## config.mk

```make
export PLATFORM = sky130hd
export DESIGN_NAME = resp_rout
export DESIGN_NICKNAME = d
export VERILOG_FILES = /design/src/rtl/resp_rout.sv
export SDC_FILE = /design/constraint.sdc
export NUM_CORES = 1
export LEC_CHECK = 0
export ABC_AREA = 1
export CAP_MARGIN = 20
export CORE_ASPECT_RATIO = 0.9
export CORE_UTILIZATION = 25
export CTS_CLUSTER_SIZE = 28
export DETAILED_ROUTE_END_ITERATION = 8
export GPL_TIMING_DRIVEN = 0
export PLACE_DENSITY = 0.4
export SLEW_MARGIN = 20
export SYNTH_ARGS = -nofsm -noshare
export SYNTH_HDL_FRONTEND = slang
export SYNTH_SLANG_ARGS = --single-unit
```

## constraint.sdc

```tcl
create_clock -name clk -period 3 [get_ports clk]
set_input_delay 0.45 -clock clk [delete_from_list [all_inputs] [get_ports clk]]
set_output_delay 0.45 -clock clk [all_outputs]
set_load 0.01 [all_outputs]
```

## src/rtl/resp_rout.sv

```systemverilog
// resp_rout: write-response router for the B channel.
//
// Every write sent downstream is recorded in an in-order tracker FIFO. Slave
// B responses are routed back to the master side in tracker order:
//   REG   -> one master response carrying the slave bresp
//   MERGE -> one master response per merged transaction, IDs head.id+0..cnt-1,
//            all carrying the single captured slave bresp
//   BLOCK -> one locally generated OKAY response once block_fin pulses
//
// Ports:
//   clk, rst_n                  clock, asynchronous active-low reset
//   trk_valid/kind/id/cnt       tracker push request; trk_ready = not full
//   s_bvalid, s_bresp, s_bready slave-side B channel
//   m_bvalid, m_bid, m_bresp,   master-side B channel (registered outputs)
//   m_bready
//   block_fin                   processor memory completion pulse for BLOCK
//   err_unexp                   registered pulse: slave response, tracker empty
//   outstanding                 tracker occupancy
module resp_rout #(
    parameter int DEPTH = 8,
    parameter int ID_W  = 4,
    parameter int CNT_W = 3
) (
    input  logic                     clk,
    input  logic                     rst_n,
    input  logic                     trk_valid,
    input  logic [1:0]               trk_kind,
    input  logic [ID_W-1:0]          trk_id,
    input  logic [CNT_W-1:0]         trk_cnt,
    output logic                     trk_ready,
    input  logic                     s_bvalid,
    input  logic [1:0]               s_bresp,
    output logic                     s_bready,
    output logic                     m_bvalid,
    output logic [ID_W-1:0]          m_bid,
    output logic [1:0]               m_bresp,
    input  logic                     m_bready,
    input  logic                     block_fin,
    output logic                     err_unexp,
    output logic [$clog2(DEPTH):0]   outstanding
);
    localparam int AW = $clog2(DEPTH);
    localparam int CW = AW + 1;

    typedef enum logic [1:0] {IDLE, WAIT_BLK, RESP} state_t;

    // Tracker storage. Entries are normalised on entry: only the BLOCK flag
    // and the effective response count are kept, so reserved kinds and a
    // zero merge count need no special handling at the head.
    logic [ID_W-1:0]  id_mem  [DEPTH];
    logic [CNT_W-1:0] cnt_mem [DEPTH];
    logic             blk_mem [DEPTH];

    logic [AW-1:0]    wr_ptr_q, rd_ptr_q;
    logic [CW-1:0]    count_q, count_d;
    state_t           state_q, state_d;
    logic [CNT_W-1:0] idx_q, idx_d;
    logic             m_bvalid_q, m_bvalid_d;
    logic [ID_W-1:0]  m_bid_q, m_bid_d;
    logic [1:0]       m_bresp_q, m_bresp_d;
    logic             err_q, err_d;

    logic             full, empty, push, pop;
    logic             trk_blk;
    logic [CNT_W-1:0] trk_eff;
    logic [ID_W-1:0]  head_id;
    logic [CNT_W-1:0] head_cnt;
    logic             head_blk;
    logic             s_bready_c;

    assign full      = (count_q == CW'(DEPTH));
    assign empty     = (count_q == '0);
    assign push      = trk_valid & ~full;
    assign trk_blk   = (trk_kind == 2'b01);
    assign trk_eff   = ((trk_kind == 2'b10) && (trk_cnt != '0)) ? trk_cnt : CNT_W'(1);

    // Head is read asynchronously so that an entry pushed into an empty
    // tracker is visible to IDLE on the very next cycle.
    assign head_id   = id_mem[rd_ptr_q];
    assign head_cnt  = cnt_mem[rd_ptr_q];
    assign head_blk  = blk_mem[rd_ptr_q];

    always_ff @(posedge clk) begin
        if (push) begin
            id_mem[wr_ptr_q]  <= trk_id;
            cnt_mem[wr_ptr_q] <= trk_eff;
            blk_mem[wr_ptr_q] <= trk_blk;
        end
    end

    always_comb begin
        count_d = count_q;
        case ({push, pop})
            2'b10:   count_d = count_q + CW'(1);
            2'b01:   count_d = count_q - CW'(1);
            default: count_d = count_q;
        endcase
    end

    always_comb begin
        state_d    = state_q;
        idx_d      = idx_q;
        m_bvalid_d = m_bvalid_q;
        m_bid_d    = m_bid_q;
        m_bresp_d  = m_bresp_q;
        err_d      = 1'b0;
        s_bready_c = 1'b0;
        pop        = 1'b0;
        case (state_q)
            IDLE: begin
                if (empty) begin
                    err_d = s_bvalid;
                end else if (head_blk) begin
                    if (block_fin) begin
                        state_d    = RESP;
                        idx_d      = '0;
                        m_bvalid_d = 1'b1;
                        m_bid_d    = head_id;
                        m_bresp_d  = 2'b00;
                    end else begin
                        state_d = WAIT_BLK;
                    end
                end else begin
                    s_bready_c = 1'b1;
                    if (s_bvalid) begin
                        state_d    = RESP;
                        idx_d      = '0;
                        m_bvalid_d = 1'b1;
                        m_bid_d    = head_id;
                        m_bresp_d  = s_bresp;
                    end
                end
            end
            WAIT_BLK: begin
                if (block_fin) begin
                    state_d    = RESP;
                    idx_d      = '0;
                    m_bvalid_d = 1'b1;
                    m_bid_d    = head_id;
                    m_bresp_d  = 2'b00;
                end
            end
            RESP: begin
                if (m_bready) begin
                    if (idx_q == head_cnt - CNT_W'(1)) begin
                        pop        = 1'b1;
                        state_d    = IDLE;
                        idx_d      = '0;
                        m_bvalid_d = 1'b0;
                    end else begin
                        // IDs wrap naturally modulo 2^ID_W during fan-out.
                        idx_d   = idx_q + CNT_W'(1);
                        m_bid_d = head_id + ID_W'(idx_q) + ID_W'(1);
                    end
                end
            end
            default: state_d = IDLE;
        endcase
    end

    always_ff @(posedge clk or negedge rst_n) begin
        if (!rst_n) begin
            wr_ptr_q   <= '0;
            rd_ptr_q   <= '0;
            count_q    <= '0;
            state_q    <= IDLE;
            idx_q      <= '0;
            m_bvalid_q <= 1'b0;
            m_bid_q    <= '0;
            m_bresp_q  <= 2'b00;
            err_q      <= 1'b0;
        end else begin
            if (push) wr_ptr_q <= wr_ptr_q + AW'(1);
            if (pop)  rd_ptr_q <= rd_ptr_q + AW'(1);
            count_q    <= count_d;
            state_q    <= state_d;
            idx_q      <= idx_d;
            m_bvalid_q <= m_bvalid_d;
            m_bid_q    <= m_bid_d;
            m_bresp_q  <= m_bresp_d;
            err_q      <= err_d;
        end
    end

    assign trk_ready   = ~full;
    assign s_bready    = s_bready_c;
    assign m_bvalid    = m_bvalid_q;
    assign m_bid       = m_bid_q;
    assign m_bresp     = m_bresp_q;
    assign err_unexp   = err_q;
    assign outstanding = count_q;
endmodule

```

==> run_results.csv <==
group,metric,value,unit
run_status,status,"finished with violations",
run_status,violations,"setup timing",
pwr,p_sw,2390,uW
die,num_rows,46,
worst_setup_path,crit_path_max_fanout,4,
die,fp.dieH,130,um
clocking,cts.clk_slew.worst_paths,0.07,ns
sta,min_period,3.10,ns
clocking,clk_path_buf_depth,2,
synthesis,synth_commonest_cells,"nand2_1 (146), edfxtp_1 (64), inv_1 (54)",
pwr,p_comb_share,50.3,%
grt,use_met1,19.1,%
worst_setup_path,critPathCaptureType,"flop",
grt,track_usage,13.8,%
pwr,seq_power_share,29.8,%
pwr,p_leak,0.00241,uW
finish,fillers,1882,
sta,drv_slew,0,
worst_setup_path,cp.required,3.23,ns
finish,layoutNonFillerInstCount,789,
grt,antenna_found_initial,0,
sta,min_period_over_period,103,%
detailed_routing,wirelength,11800,um
sta,rsz0062_at_grt,"yes",
grt,grt_pass1_wl,18700,um
worst_setup_path,timing.rr.start,"rd_ptr_q[1]",
place,place_congestion,0.774,
grt,grt-ovfl-total,0,
synthesis,ys_types,40,
grt,grt_max_degree,24,
synthesis,async_reset_ff_share,26.4,%
min_path,hp-class,"in2async",
grt,grt_use_met3,2.20,%
pwr,p_sw_share,40.9,%
worst_setup_path,slowest_delay,0.46,ns
grt,grt_busiest_layer,"met2",
place,post-dp-hpwl,8000,um
sta,relSlewSlack,31.1,%
flow_run,cap_violations,0,
sta,setup_slack,-0.105,ns
detailed_routing,vias,3423,
detailed_routing,route.detailed.vias_per_inst,4.34,
detailed_routing,drtPass1Iterations,4,
sta,setup_violations,2,
synthesis,synth_top_area_share,42.3,%
die,num_io_pins,31,
synthesis,synth.net_count,520,
worst_setup_path,r2r_slack,-0.10,ns
pwr,p_per_area,1020,nW/um^2
worst_setup_path,worstPathArrival,3.33,ns
clocking,cts_tree,"yes",
synthesis,ys.flop_type,"edfxtp_1",
clocking,clk_latency,0.35,ns
synthesis,syn_area,4540,um^2
sta,finalClockSkew,0.00756,ns
sta,clock.fmax,322,MHz
synthesis,ys_ff_latch,87,
die,dieArea,18700,um^2
synthesis,synth_enable_flop_cells,64,
place,port_buffers,29,
finish,n_antenna_cell,0,
synthesis,synth_top_cell_by_area,"edfxtp_1",
sta,tightest_slew,1.03,ns
place,place_inst,756,
die,die-width,144,um
pwr,internal_power,3450,uW
detailed_routing,avgRoutedWirePerCell,15.0,um
clocking,cts_made_buffers,9,
place,pre_cts_ws,-0.741,ns
clocking,cts.sinks,87,
die,core,17700,um^2
grt,use_met2,21.0,%
clocking,h-tree-depth,3,
sta,finalHoldViolCount,0,
synthesis,ys_warn_count,0,
detailed_routing,drt_iter0_drc,284,
detailed_routing,ant_nets,0,
die,start_util,25.6,%
worst_setup_path,path_cells,"inv_4, buf_8, buf_4, nand3_1, nand3_2, nand2_2, ha_4, xnor2_2, nand3_1, nand2_2, nand4_4, nor2_4, ha_4, ha_4, nand2_2, nor2_2, a211oi_2, nor2_1, nor2_1, nand2_1, xnor2_1",
clocking,root_buffer,"clkbuf_16",
grt,grt_pass1_vias,3424,
synthesis,synth_top_cells_by_area,"edfxtp_1 (42%), dfrtp_1 (13%), nand2_1 (12%), inv_1 (4.5%), ha_1 (3.9%)",
synthesis,synth_most_common_cell,"nand2_1",
worst_setup_path,cp-start-kind,"flop",
detailed_routing,drc,0,
worst_setup_path,startpoint,"rd_ptr_q[1]",
finish,drive_gt1_share,17.7,%
synthesis,ys_seq_area_share,55.0,%
finish,final_nets,577,
pwr,vdd_drop_max,0.000336,V
clocking,cts_hold_buf,0,
pwr,clockPowerShare,19.9,%
finish,synthToLayoutAreaGrowth,26.2,%
synthesis,synthCells,487,
worst_setup_path,criticalPathCategory,"reg2reg",
worst_setup_path,cp_slowest_cell,"dfrtp_2",
synthesis,synth_area_per_cell,9.33,um^2
-- sequential cells by signal, summed over array words and instances (netlist names) --
register     cells
rd_ptr_q         3
err_unexp        1
wr_ptr_q         3
cnt_mem         24
m_bid            4
id_mem          32
outstanding      4
idx_q            3
state_q          2
m_bresp          2
m_bvalid         1
blk_mem          8
-- final cells by class --
type | count | area (um^2) | share of cell area [%]
sequential | 87 | 2500 | 43.6
inverter | 59 | 231 | 4.04
multi-input combinational | 327 | 1850 | 32.2
tap | 240 | 300 | 5.24
buffer | 13 | 135 | 2.36
clock buffer | 12 | 246 | 4.30
clock inverter | 4 | 55.1 | 0.960
timing repair buffer | 47 | 420 | 7.33
-- path summary, 6_finish.rpt --
kind	end	cells after the start
setup / recovery	outstanding[3]	21
hold / removal	m_bvalid	1
setup reg to reg	outstanding[3]	21
hold reg to reg	outstanding[0]	1
max in group asynchronous	rd_ptr_q[1]	1
min in group clk	outstanding[0]	1
-- cell usage in the layout (no fill, tap or decap), types with 3 or more instances in the layout --
master           count
xnor2_1              3
buf_2                4
edfxtp_1            64
nand2_2              7
inv_2                3
clkbuf_16            9
xor2_1               4
o21ai_0             16
inv_1               53
nand3_2              6
nand2_1            145
clkbuf_1             3
nor2_1              39
buf_4               19
o21ai_1             11
ha_1                10
ha_4                 4
nor3_1               3
nand3_4              3
clkdlybuf4s50_1     28
buf_6                3
nor2_2               6
dfrtp_1             22
o21ai_2              6
a21oi_1              6
nand3_1             34
or2_2                4
buf_8                5
-- power groups by stage --
stage	sequential, uW	clock (uW)	combinational (uW)
floorplan	1750	0	1860
global placement	1750	0	2650
detailed placement	1750	0	2660
CTS	1740	1200	2930
global route	1780	1240	3320
finish	1740	1160	2940
-- layer usage --
metal / vias up / part of all wire, %
met5: - / 0
met4: 0 / 2.4
met3: 20 / 3.3
met2: 51 / 47
met1: 1647 / 48
li1: 1705 / -
-- per-stage QoR --
| stage | setup TNS (ns) | cell area, um^2 | power (uW) | utilization, % | hold slack [ns] |
|---|---|---|---|---|---|
| detailed placement | -2.04 | 5180 | 4420 | 29.2 | 0.487 |
| global placement | -1.74 | 5170 | 4400 | 29.2 | 0.494 |
| global route | -0.697 | 5730 | 6330 | 32.3 | 0.142 |
| finish | -0.149 | 5730 | 5840 | 32.3 | 0.0985 |
| floorplan | -0.0200 | 4580 | 3610 | - | 0.154 |
| CTS | -0.142 | 5650 | 5860 | 31.9 | 0.115 |
-- timing repair --
| item | in CTS | in global routing |
|---|---|---|
| endpoints found under the setup margin | 4 | 3 |
| gates resized for setup | 24 | 12 |
| pin swaps | 7 | 16 |
| buffers inserted | 14 | 4 |
-- worst max-delay path, delay by kind of cell (launching register included) --
family,cells,cell delay (ns)
buffers and inverters,3,0.33
and+or+nand+nor,12,1.16
xor gates and xnor gates,2,0.28
adders and majority gates,3,0.58
AOI/OAI and AO/OA,1,0.17
DFF,1,0.46
-- cell families (layout without fill, tap and decap cells) --
family | count (synthesis) | after routing | synth area share (%)
adders and majority gates | 16 | 16 | 4.74
xor gates and xnor gates | 9 | 9 | 1.73
buffers and inverters | 73 | 135 | 7.33
and+or+nand+nor | 257 | 257 | 25.7
DFF | 87 | 87 | 55.0
AOI/OAI and AO/OA | 45 | 45 | 5.54
Power figures use the tool's default switching activity.
